--- src/rtl/tone_sequencer.sv ---
// Melody controller: steps through a small note table, holding each note for
// DUR beats followed by a silent gap, and drives the speaker note-select path.
module tone_sequencer #(
  parameter int DEPTH       = 16,
  parameter int DUR_W       = 4,
  parameter int BEAT_CYCLES = 25_000_000,
  parameter int GAP_CYCLES  = 1_000_000,
  localparam int AW         = $clog2(DEPTH)
) (
  input  logic             clk,
  input  logic             rst_n,
  input  logic             start,
  input  logic             stop,
  input  logic             loop,
  input  logic             wr_en,
  input  logic [AW-1:0]    wr_addr,
  input  logic [DUR_W+7:0] wr_data,
  output logic [7:0]       note,
  output logic             busy,
  output logic             done,
  output logic [AW-1:0]    idx
);

  localparam logic [1:0] S_IDLE = 2'd0;
  localparam logic [1:0] S_LOAD = 2'd1;
  localparam logic [1:0] S_PLAY = 2'd2;
  localparam logic [1:0] S_GAP  = 2'd3;

  localparam int BW = (BEAT_CYCLES > 1) ? $clog2(BEAT_CYCLES) : 1;
  localparam int GW = (GAP_CYCLES > 1) ? $clog2(GAP_CYCLES) : 1;

  localparam logic [BW-1:0] BEAT_LAST = BW'(BEAT_CYCLES - 1);
  localparam logic [GW-1:0] GAP_LAST  = GW'(GAP_CYCLES - 1);
  localparam logic [AW-1:0] IDX_LAST  = AW'(DEPTH - 1);

  logic [DUR_W+7:0] mem [DEPTH];

  logic [1:0]       state, state_d;
  logic [BW-1:0]    beat_cnt, beat_cnt_d;
  logic [DUR_W-1:0] beats_left, beats_left_d;
  logic [GW-1:0]    gap_cnt, gap_cnt_d;
  logic [AW-1:0]    idx_d;
  logic [7:0]       note_d;
  logic             done_d;

  logic [DUR_W-1:0] ent_dur;
  logic [7:0]       ent_note;
  logic             wrap;

  assign {ent_dur, ent_note} = mem[idx];

  // Looping only restarts a non-empty table; entry 0 ending the table means
  // nothing is playable, so the sequence finishes instead of spinning in LOAD.
  assign wrap = loop && (idx != '0);

  // NOTE: the note table is deliberately left out of reset; it holds plain
  // data, so clearing it would only add reset fan-out to every storage bit.
  always_ff @(posedge clk) begin
    if (wr_en && !busy) begin
      mem[wr_addr] <= wr_data;
    end
  end

  // NOTE: every signal driven here gets a default first, so no path through
  // the case statement leaves one unassigned and no latch is inferred.
  always_comb begin
    state_d      = state;
    idx_d        = idx;
    note_d       = note;
    done_d       = 1'b0;
    beat_cnt_d   = beat_cnt;
    beats_left_d = beats_left;
    gap_cnt_d    = gap_cnt;

    if (state != S_IDLE && stop) begin
      state_d      = S_IDLE;
      note_d       = '0;
      idx_d        = '0;
      beat_cnt_d   = '0;
      beats_left_d = '0;
      gap_cnt_d    = '0;
    end else begin
      case (state)
        S_IDLE: begin
          note_d = '0;
          if (start && !stop) begin
            idx_d   = '0;
            state_d = S_LOAD;
          end
        end

        S_LOAD: begin
          if (ent_dur == '0) begin
            if (wrap) begin
              idx_d = '0;
            end else begin
              state_d = S_IDLE;
              done_d  = 1'b1;
            end
          end else begin
            note_d       = ent_note;
            beat_cnt_d   = '0;
            beats_left_d = ent_dur;
            state_d      = S_PLAY;
          end
        end

        S_PLAY: begin
          if (beat_cnt == BEAT_LAST) begin
            beat_cnt_d = '0;
            if (beats_left == DUR_W'(1)) begin
              note_d    = '0;
              gap_cnt_d = '0;
              state_d   = S_GAP;
            end else begin
              beats_left_d = beats_left - 1'b1;
            end
          end else begin
            beat_cnt_d = beat_cnt + 1'b1;
          end
        end

        S_GAP: begin
          if (gap_cnt == GAP_LAST) begin
            gap_cnt_d = '0;
            if (idx == IDX_LAST) begin
              if (wrap) begin
                idx_d   = '0;
                state_d = S_LOAD;
              end else begin
                state_d = S_IDLE;
                done_d  = 1'b1;
              end
            end else begin
              idx_d   = idx + 1'b1;
              state_d = S_LOAD;
            end
          end else begin
            gap_cnt_d = gap_cnt + 1'b1;
          end
        end

        default: state_d = S_IDLE;
      endcase
    end
  end

  // NOTE: state is updated with non-blocking assignments so every register
  // samples the pre-edge values, regardless of statement order.
  always_ff @(posedge clk) begin
    if (!rst_n) begin
      state      <= S_IDLE;
      idx        <= '0;
      note       <= '0;
      done       <= 1'b0;
      busy       <= 1'b0;
      beat_cnt   <= '0;
      beats_left <= '0;
      gap_cnt    <= '0;
    end else begin
      state      <= state_d;
      idx        <= idx_d;
      note       <= note_d;
      done       <= done_d;
      busy       <= (state_d != S_IDLE);
      beat_cnt   <= beat_cnt_d;
      beats_left <= beats_left_d;
      gap_cnt    <= gap_cnt_d;
    end
  end

endmodule

--- config.mk ---
export PLATFORM = sky130hd
export DESIGN_NAME = tone_sequencer
export DESIGN_NICKNAME = d
export VERILOG_FILES = /design/src/rtl/tone_sequencer.sv
export SDC_FILE = /design/constraint.sdc
export NUM_CORES = 1
export LEC_CHECK = 0
export BUFFER_PORTS_ARGS = -buffer_cell sky130_fd_sc_hd__buf_2
export CORE_UTILIZATION = 45
export CTS_CLUSTER_DIAMETER = 150
export CTS_CLUSTER_SIZE = 16
export DETAILED_ROUTE_END_ITERATION = 8
export GPL_TIMING_DRIVEN = 1
export SETUP_SLACK_MARGIN = 0.2
export SYNTH_ARGS = -nofsm -noshare
export SYNTH_HDL_FRONTEND = slang
export SYNTH_SLANG_ARGS = --single-unit
--- constraint.sdc ---
create_clock -name clk -period 3.6 [get_ports clk]
set_input_delay 0.54 -clock clk [delete_from_list [all_inputs] [get_ports clk]]
set_output_delay 0.54 -clock clk [all_outputs]
set_load 0.01 [all_outputs]
# Word-level counts from Yosys, hierarchy flattened
# Memory sizes are Yosys's and may differ from the RTL's. A register that Yosys moved wholly into a read port is not among the register bits.
# Index checks and enable logic that the tools add are counted.
# op_classes
mux	40
bitwise_logic	1
reduce_logical	21
n_eq_ne	14
add_sub_neg	4
# op_table
operator	n
$mux 20	3
$mux 25	2
$pmux 25 s2	1
$mux 4	10
$pmux 20 s2	1
$add 25x1->25 const B	1
$eq 25x25->1 const B	1
$mux 8	3
$pmux 8 s3	1
$add 20x1->20 const B	1
$eq 20x20->1 const B	1
$mux 2	8
$ne 2x2->1 const B	7
$pmux 4 s3	1
$reduce_and 4->1	3
$pmux 2 s4	1
$pmux 4 s2	1
$reduce_bool 2->1	4
$mux 1	7
$reduce_bool 3->1	2
$add 4x1->4 const B	1
$eq 2x2->1 const B	2
$eq 4x1->1 const B	1
$eq 4x4->1 const B	1
12 further kinds	16
# totals
wordCells	89
in_bits	22
n_memories	1
mem_bits_rw	192
reg_bits	65
# mem_list
name	words	word_bits	rd	rd_clocked_by_memory_dff	wr	line_no	text
mem	16	12	1	1	1	36	logic [DUR_W+7:0] mem [DEPTH];

# Longest topological paths before layout
# Gate-level depths: netlist (run 1).
# logic_depth
depth_word	8
depth_mapped	11

# Worst setup path after synthesis (run 1)
# OpenSTA, ideal clock, no wires.
# synth_timing
path_type	register -> register
start	reg beat_cnt[0]
end	reg gap_cnt[10]
n_path_buf	2
path_slack_ps	1260
setup_time_ps	117
arrival_ps	2223
stages_incl_launch_ff	10
synth_period_minus_slack_ps	2340
path_cell_list	dfxtp_1 ha_1 and3_1 clkbuf_1 nand3_1 nor4_2 o21ai_1 o21ai_1 buf_2 nor2_1
# synth_between
elab_chain_len	3
# synth_lines
item	line_no	text
start: declaration	39	logic [BW-1:0] beat_cnt, beat_cnt_d;
start signal: assignment	166	beat_cnt <= beat_cnt_d;
$eq 25x25->1	109	if (beat_cnt == BEAT_LAST) begin
$ne 2x2->1 (no source line)	--	
$reduce_and 3->1 (no source line)	--	
end signal: assignment	168	gap_cnt <= gap_cnt_d;
end: declaration	41	logic [GW-1:0] gap_cnt, gap_cnt_d;
# Every way passes these cells.
# A chain may end at the register's enable or synchronous reset.

# Worst setup path in the final report (run 1)
# layout_timing
start	reg beat_cnt[0]
end	reg beat_cnt[13]
# layout_between
elab_chain_len	3
word_cells_on_any_way	4
# layout_lines
item	line_no	text
$add 25x1->25 or $eq 25x25->1 (tied branches)	119, 109	
$mux 25 *	109	
$pmux 25 s2 *	83	case (state)
# Every way passes the cells marked *; elsewhere a longest branch is shown, timed or not.

==> results of run 1 <==
## power groups by stage
stage          clock, mW  sequential, mW  combinational [mW]
2_1_floorplan          0            3.33               0.115
3_3_place_gp           0            3.34               0.191
3_5_place_dp           0            3.34               0.202
4_1_cts             2.14            3.28               0.202
5_1_grt             2.24            3.28               0.223
6_report            2.09            3.28               0.201
## cells by family (layout without fill, tap and decap cells)
group,Yosys count,count (layout),share of synthesized area
adders and majority gates,6,6,0.00683
and+or+nand+nor,233,233,0.107
xor gates and xnor gates,16,16,0.0128
buffers and inverters,52,112,0.0222
DFF,261,261,0.651
muxes,67,67,0.118
AOI/OAI and AO/OA,133,133,0.0825
## registers in the layout, summed over array words and instances (netlist names), named ones only
register and flops:
beat_cnt 25, beats_left 4, busy 1, done 1
gap_cnt 20, idx 4, mem 192, note 8
state 2
## layout make-up
| class | count | area (sq um) |
|---|---|---|
| fill | 2048 | 11500 |
| sequential | 261 | 7150 |
| multi-input combinational | 455 | 3610 |
| clock buffer | 33 | 549 |
| tap | 319 | 399 |
| timing repair buffer | 62 | 378 |
| inverter | 15 | 56.3 |
| clock inverter | 2 | 46.3 |
## cell usage after synthesis, types with 8 or more instances
cell and n:
nand2_1 55, a31oi_1 23, o211ai_1 11, nor2_1 59, o21ai_0 28, nand2b_1 8, clkbuf_1 22, mux4_2 50
dfxtp_1 69, nor2b_1 10, and3_1 10, edfxtp_1 192, nand3_1 22, xnor2_1 14, mux2i_1 17, inv_1 15
nor3_1 18, a21oi_1 24, nand4_1 9
## routing by layer
| metal | up-vias | wire length (um) | global-route usage |
|---|---|---|---|
| met4 | 0 | 425 | 0.0444 |
| met2 | 193 | 12000 | 0.348 |
| met3 | 32 | 1220 | 0.0238 |
| met5 | - | 0 | 0 |
| met1 | 3354 | 10400 | 0.274 |
| li1 | 3100 | - | - |
## critical path, cell delays in order (launching register included)
cell	delay [ns]
dfxtp_1	0.35
ha_1	0.23
and3_1	0.25
nand3_1	0.16
nor3_2	0.12
nor2_1	0.76
buf_4	0.33
and3_1	0.25
a31oi_1	0.12
a311oi_1	0.35
## final timing paths
path               start      endpoint  slack [ns]  cells past startpoint
min reg2reg      note[0]       note[0]        0.49                      2
max          beat_cnt[0]  beat_cnt[13]        0.55                      9
min                start      state[0]        0.33                      3
max reg2reg  beat_cnt[0]  beat_cnt[13]        0.55                      9
## through the flow
step	hold WS, ns	instance area, sq um	instances
floorplan	0.444	11000	768
global placement	0.454	11600	1112
detailed placement	0.478	11600	1112
CTS	0.311	12200	1147
global route	0.342	12200	1147
finish	0.327	12200	1147
==> impl_metrics.env, run 1 <==
export IMPL_run_status="finished clean"
export IMPL_grt_pass1_vias=6831
export IMPL_synth_top_area_share=0.525
export IMPL_wire_per_inst_um=20.9
export IMPL_cts_root_buf="clkbuf_16"
export IMPL_rsz0062_at_grt="false"
export IMPL_power_internal_mw=4.37
export IMPL_drv_cap=0
export IMPL_route_detailed_drc=0
export IMPL_ctsResizeCount=0
export IMPL_required_ns=3.99
export IMPL_port_buffers=35
export IMPL_power_switching_mw=1.19
export IMPL_layout_common_cells="edfxtp_1 (192), dfxtp_1 (67), nor2_1 (59), nand2_1 (55), mux4_2 (50)"
export IMPL_powerDensity_nw_per_um2=457
export IMPL_finalSetupViolations=0
export IMPL_critPathLaunchType="flop"
export IMPL_grt_pass1_wl_um=38200
export IMPL_pin_count=36
export IMPL_hpwlAfterDp_um=15800
export IMPL_final_common_cell="edfxtp_1"
export IMPL_cts_buffers=20
export IMPL_vdd_ir_drop_max_mv=0.463
export IMPL_setup_worst_path_class="reg2reg"
export IMPL_clk_path_buf_depth=3
export IMPL_slew_violations=0
export IMPL_drtPass1Iterations=7
export IMPL_die_w_um=158
export IMPL_die_area_sq_um=25000
export IMPL_hold_class="in2reg"
export IMPL_yosys_register_bits=261
export IMPL_async_flop_share=0
export IMPL_layout_setup_ws_ns=0.550
export IMPL_ys_top_cells_by_area="edfxtp_1 (52%), dfxtp_1 (13%), mux4_2 (10%)"
export IMPL_cts_tree="yes"
export IMPL_overflow=0
export IMPL_end_kind="flop"
export IMPL_fin_crit_sh=0.847
export IMPL_ctsHoldBuffers=0
export IMPL_cp_arrival_ns=3.44
export IMPL_synth_area_sq_um=11000
export IMPL_p_sw_frac=0.214
export IMPL_yosys_most_used_dff="edfxtp_1"
export IMPL_postCtsSetupRepairBufs=0
export IMPL_synth_edf_count=192
export IMPL_dr_total_vias=6679
export IMPL_start_util=0.464
export IMPL_final_nets=843
export IMPL_cts_sinks=261
export IMPL_worstPathMaxFanout=14
export IMPL_yosysWarnings=0
export IMPL_syn2layout_area_growth_pct=11.0
export IMPL_syn_nets=796
export IMPL_layout_min_cycle_time_ns=3.05
export IMPL_antenna_found_initial=0
export IMPL_clk_latency_ns=0.52
export IMPL_syn_inst=768
export IMPL_clk_pin_slew_ns=0.08
export IMPL_power_frac_clock=0.375
export IMPL_drive_gt1_frac=0.185
export IMPL_yosys_area_top_type="edfxtp_1"
export IMPL_wl_um=24000
export IMPL_synth_cell_types=61
export IMPL_grt_max_degree=29
export IMPL_first_iter_violations=625
export IMPL_hold_violations=0
export IMPL_fmax_mhz=328
export IMPL_combPwrFrac=0.036
export IMPL_diodes=0
export IMPL_p_total_mw=5.57
export IMPL_cts_htree_levels=1
export IMPL_rows=56
export IMPL_grt_usage=0.202
export IMPL_pre_cts_slack_ns=0.671
export IMPL_ys_seq_area_frac=0.651
export IMPL_worst_pin_slew_ns=1.00
export IMPL_die_h_um=158
export IMPL_routed_via_density=5.82
export IMPL_ant_nets=0
export IMPL_tns_ns=0
export IMPL_p_seq_frac=0.588
export IMPL_syn_avg_cell_area_sq_um=14.3
export IMPL_fin_skew_ns=0.0177
export IMPL_utilization=0.515
export IMPL_slew_headroom=0.326
export IMPL_gp_congestion=0.867
export IMPL_p_leak_nw=3.76
export IMPL_core_area_sq_um=23700
(Power assumes the default switching activity.)
==> run 2, diff against run 1 <==
Settings changed: ABC_AREA set to 1.
Clock period 3.6 ns to 2.72 ns, I/O delays scaled along.
==> run 2 against run 1 <==
Against the previous run: area after synthesis is 7.7% higher; worst hold slack worse by 0.061 ns; routed wire length is 21% higher; power is 80% higher; fmax is 26% higher.
==> impl_metrics.env, run 2 <==
export IMPL_fin_crit_sh=0.888
export IMPL_synth_compound_area_frac=0.0929
export IMPL_ant_nets=0
export IMPL_n_fill_cell=2332
export IMPL_pre_cts_slack_ns=0.345
export IMPL_clk_path_buf_depth=3
export IMPL_synthAdderAreaFrac=0.00634
export IMPL_p_leak_nw=4.85
export IMPL_min_from="wr_data[7]"
export IMPL_synthMostInstantiatedCell="nand2_1"
export IMPL_finalSetupViolations=0
export IMPL_largest_reg_flops=192
export IMPL_overflow=0
export IMPL_syn2layout_area_growth_pct=10.8
export IMPL_hold_ws_ns=0.266
export IMPL_largest_register="mem"
export IMPL_syn_nets=1302
export IMPL_diodes=0
export IMPL_hpwlAfterDp_um=18700
export IMPL_synth_simple_area_share=0.224
export IMPL_async_flop_share=0
export IMPL_cts_sinks=261
export IMPL_vdd_ir_drop_max_mv=0.631
export IMPL_drtPass1Iterations=5
export IMPL_dp_cells=1626
export IMPL_drive_gt1_frac=0.0988
export IMPL_critPathLaunchType="flop"
export IMPL_port_buffers=35
export IMPL_worst_pin_slew_ns=0.783
export IMPL_cts_buffers=20
export IMPL_hold_class="in2reg"
export IMPL_grt_usage=0.220
export IMPL_layout_setup_ws_ns=0.303
export IMPL_start_util=0.465
export IMPL_met1_length_um=14100
export IMPL_synth_top_cells_by_count="nand2_1 (241), nor2_1 (197), edfxtp_1 (192)"
export IMPL_yosysWarnings=0
export IMPL_final_nets=1350
export IMPL_ctsHoldBuffers=0
export IMPL_yosys_area_share_xor_xnor=0.00666
export IMPL_routed_via_density=5.41
export IMPL_syn_avg_cell_area_sq_um=9.29
export IMPL_dr_total_vias=9005
export IMPL_synth_area_sq_um=11800
export IMPL_cts_root_buf="clkbuf_16"
export IMPL_placed_cell_area_sq_um=12500
export IMPL_slew_headroom=0.476
export IMPL_pin_count=36
export IMPL_required_ns=3.15
export IMPL_hold_violations=0
export IMPL_clk_pin_slew_ns=0.07
export IMPL_grt_max_degree=75
export IMPL_ys_top_cells_by_area="edfxtp_1 (49%), dfxtp_1 (12%), nand2_1 (7.6%)"
export IMPL_worstPathMaxFanout=63
export IMPL_ys_seq_area_frac=0.604
export IMPL_utilization=0.515
export IMPL_reg_largest_list="mem: 192 flops, beat_cnt: 25 flops, gap_cnt: 20 flops"
export IMPL_powerDensity_nw_per_um2=763
export IMPL_grt_pass1_wl_um=46000
export IMPL_fmax_mhz=414
export IMPL_die_area_sq_um=27000
export IMPL_cts_htree_levels=1
export IMPL_syn_inst=1274
export IMPL_yosys_most_used_dff="edfxtp_1"
export IMPL_instances_no_fill=1666
export IMPL_end_kind="flop"
export IMPL_p_total_mw=10.0
export IMPL_drv_cap=0
export IMPL_synth_cell_types=39
export IMPL_grt_pass1_vias=8283
export IMPL_synthMuxAreaShare=0
export IMPL_route_detailed_drc=0
export IMPL_synth_edf_count=192
export IMPL_yosys_area_top_type="edfxtp_1"
export IMPL_route_met2_wl_um=12700
export IMPL_die_w_um=164
export IMPL_setup_worst_path_class="reg2reg"
export IMPL_fin_skew_ns=0.0275
export IMPL_layout_min_cycle_time_ns=2.42
export IMPL_synth_top_family_by_area="simple AND/OR/NAND/NOR gates"
export IMPL_slew_violations=0
export IMPL_run_status="finished clean"
export IMPL_clk_latency_ns=0.52
export IMPL_antenna_found_initial=0
export IMPL_wl_met3_um=1550
export IMPL_gp_congestion=0.849
export IMPL_stdcell_area_sq_um=13100
export IMPL_layout_common_cells="nand2_1 (241), nor2_1 (197), edfxtp_1 (192), inv_1 (124), o21ai_0 (96)"
export IMPL_yosys_register_bits=261
export IMPL_rows=58
export IMPL_first_iter_violations=711
export IMPL_synth_top_area_share=0.487
export IMPL_cp_arrival_ns=2.85
export IMPL_rsz0062_at_grt="true"
export IMPL_route_top_layer_used="met4"
export IMPL_core_area_sq_um=25500
export IMPL_cts_tree="yes"
export IMPL_die_h_um=164
export IMPL_wire_per_inst_um=17.4
export IMPL_tns_ns=0
export IMPL_wl_um=29000
export IMPL_final_common_cell="nand2_1"
-- run 2: repair_timing --
item / 4_1_cts / 5_1_grt
endpoints found under the setup margin: 0 / 19
resized for setup: 0 / 1
buffers inserted: 0 / 3
-- run 2: kinds of logic (layout without fill, tap and decap cells) --
kind of cell,Yosys count,count (layout)
compound gates,194,195
flops,261,261
xor+xnor,9,9
simple gates,617,617
fa+ha+maj,6,6
buf+inv,187,248
-- run 2: report_power, final --
group	total, mW	internal, mW	switching, mW
clock	2.77	1.40	1.36
sequential	4.51	4.42	0.0931
combinational	2.74	0.813	1.92
total	10.0	6.64	3.38
-- run 2: worst paths after layout --
path	endpoint	slack, ns	depth (start not counted)
setup / recovery	beat_cnt[11]	0.30	11
hold / removal	mem[8][7]	0.27	1
setup reg to reg	beat_cnt[11]	0.30	11
hold reg to reg	beat_cnt[21]	0.48	2
-- run 2: final cells by class --
type                       instances  area, sq um  share of cell area
clock buffer                      34          553              0.0422
clock inverter                     2         32.5             0.00248
inverter                         129          490              0.0374
multi-input combinational        827         3920               0.298
sequential                       261         7150               0.545
tap                              330          413              0.0315
timing repair buffer              83          561              0.0427
-- run 2: critical path, stage by stage, from the launching register on --
cell and delay, ns:
dfxtp_4 0.37, buf_12 0.26, nand2_1 0.09, nand3_1 0.09, nand3_1 0.08, nand3_1 0.13
nand2_1 0.14, nor2_2 0.19, nand2_2 0.16, a21oi_2 0.55, nand2_1 0.10, a21oi_1 0.15
-- run 2: layer usage --
metal,vias up,GRT usage
met5,-,0
met2,244,0.336
met1,4297,0.332
met3,44,0.0278
li1,4420,-
met4,0,0.0505
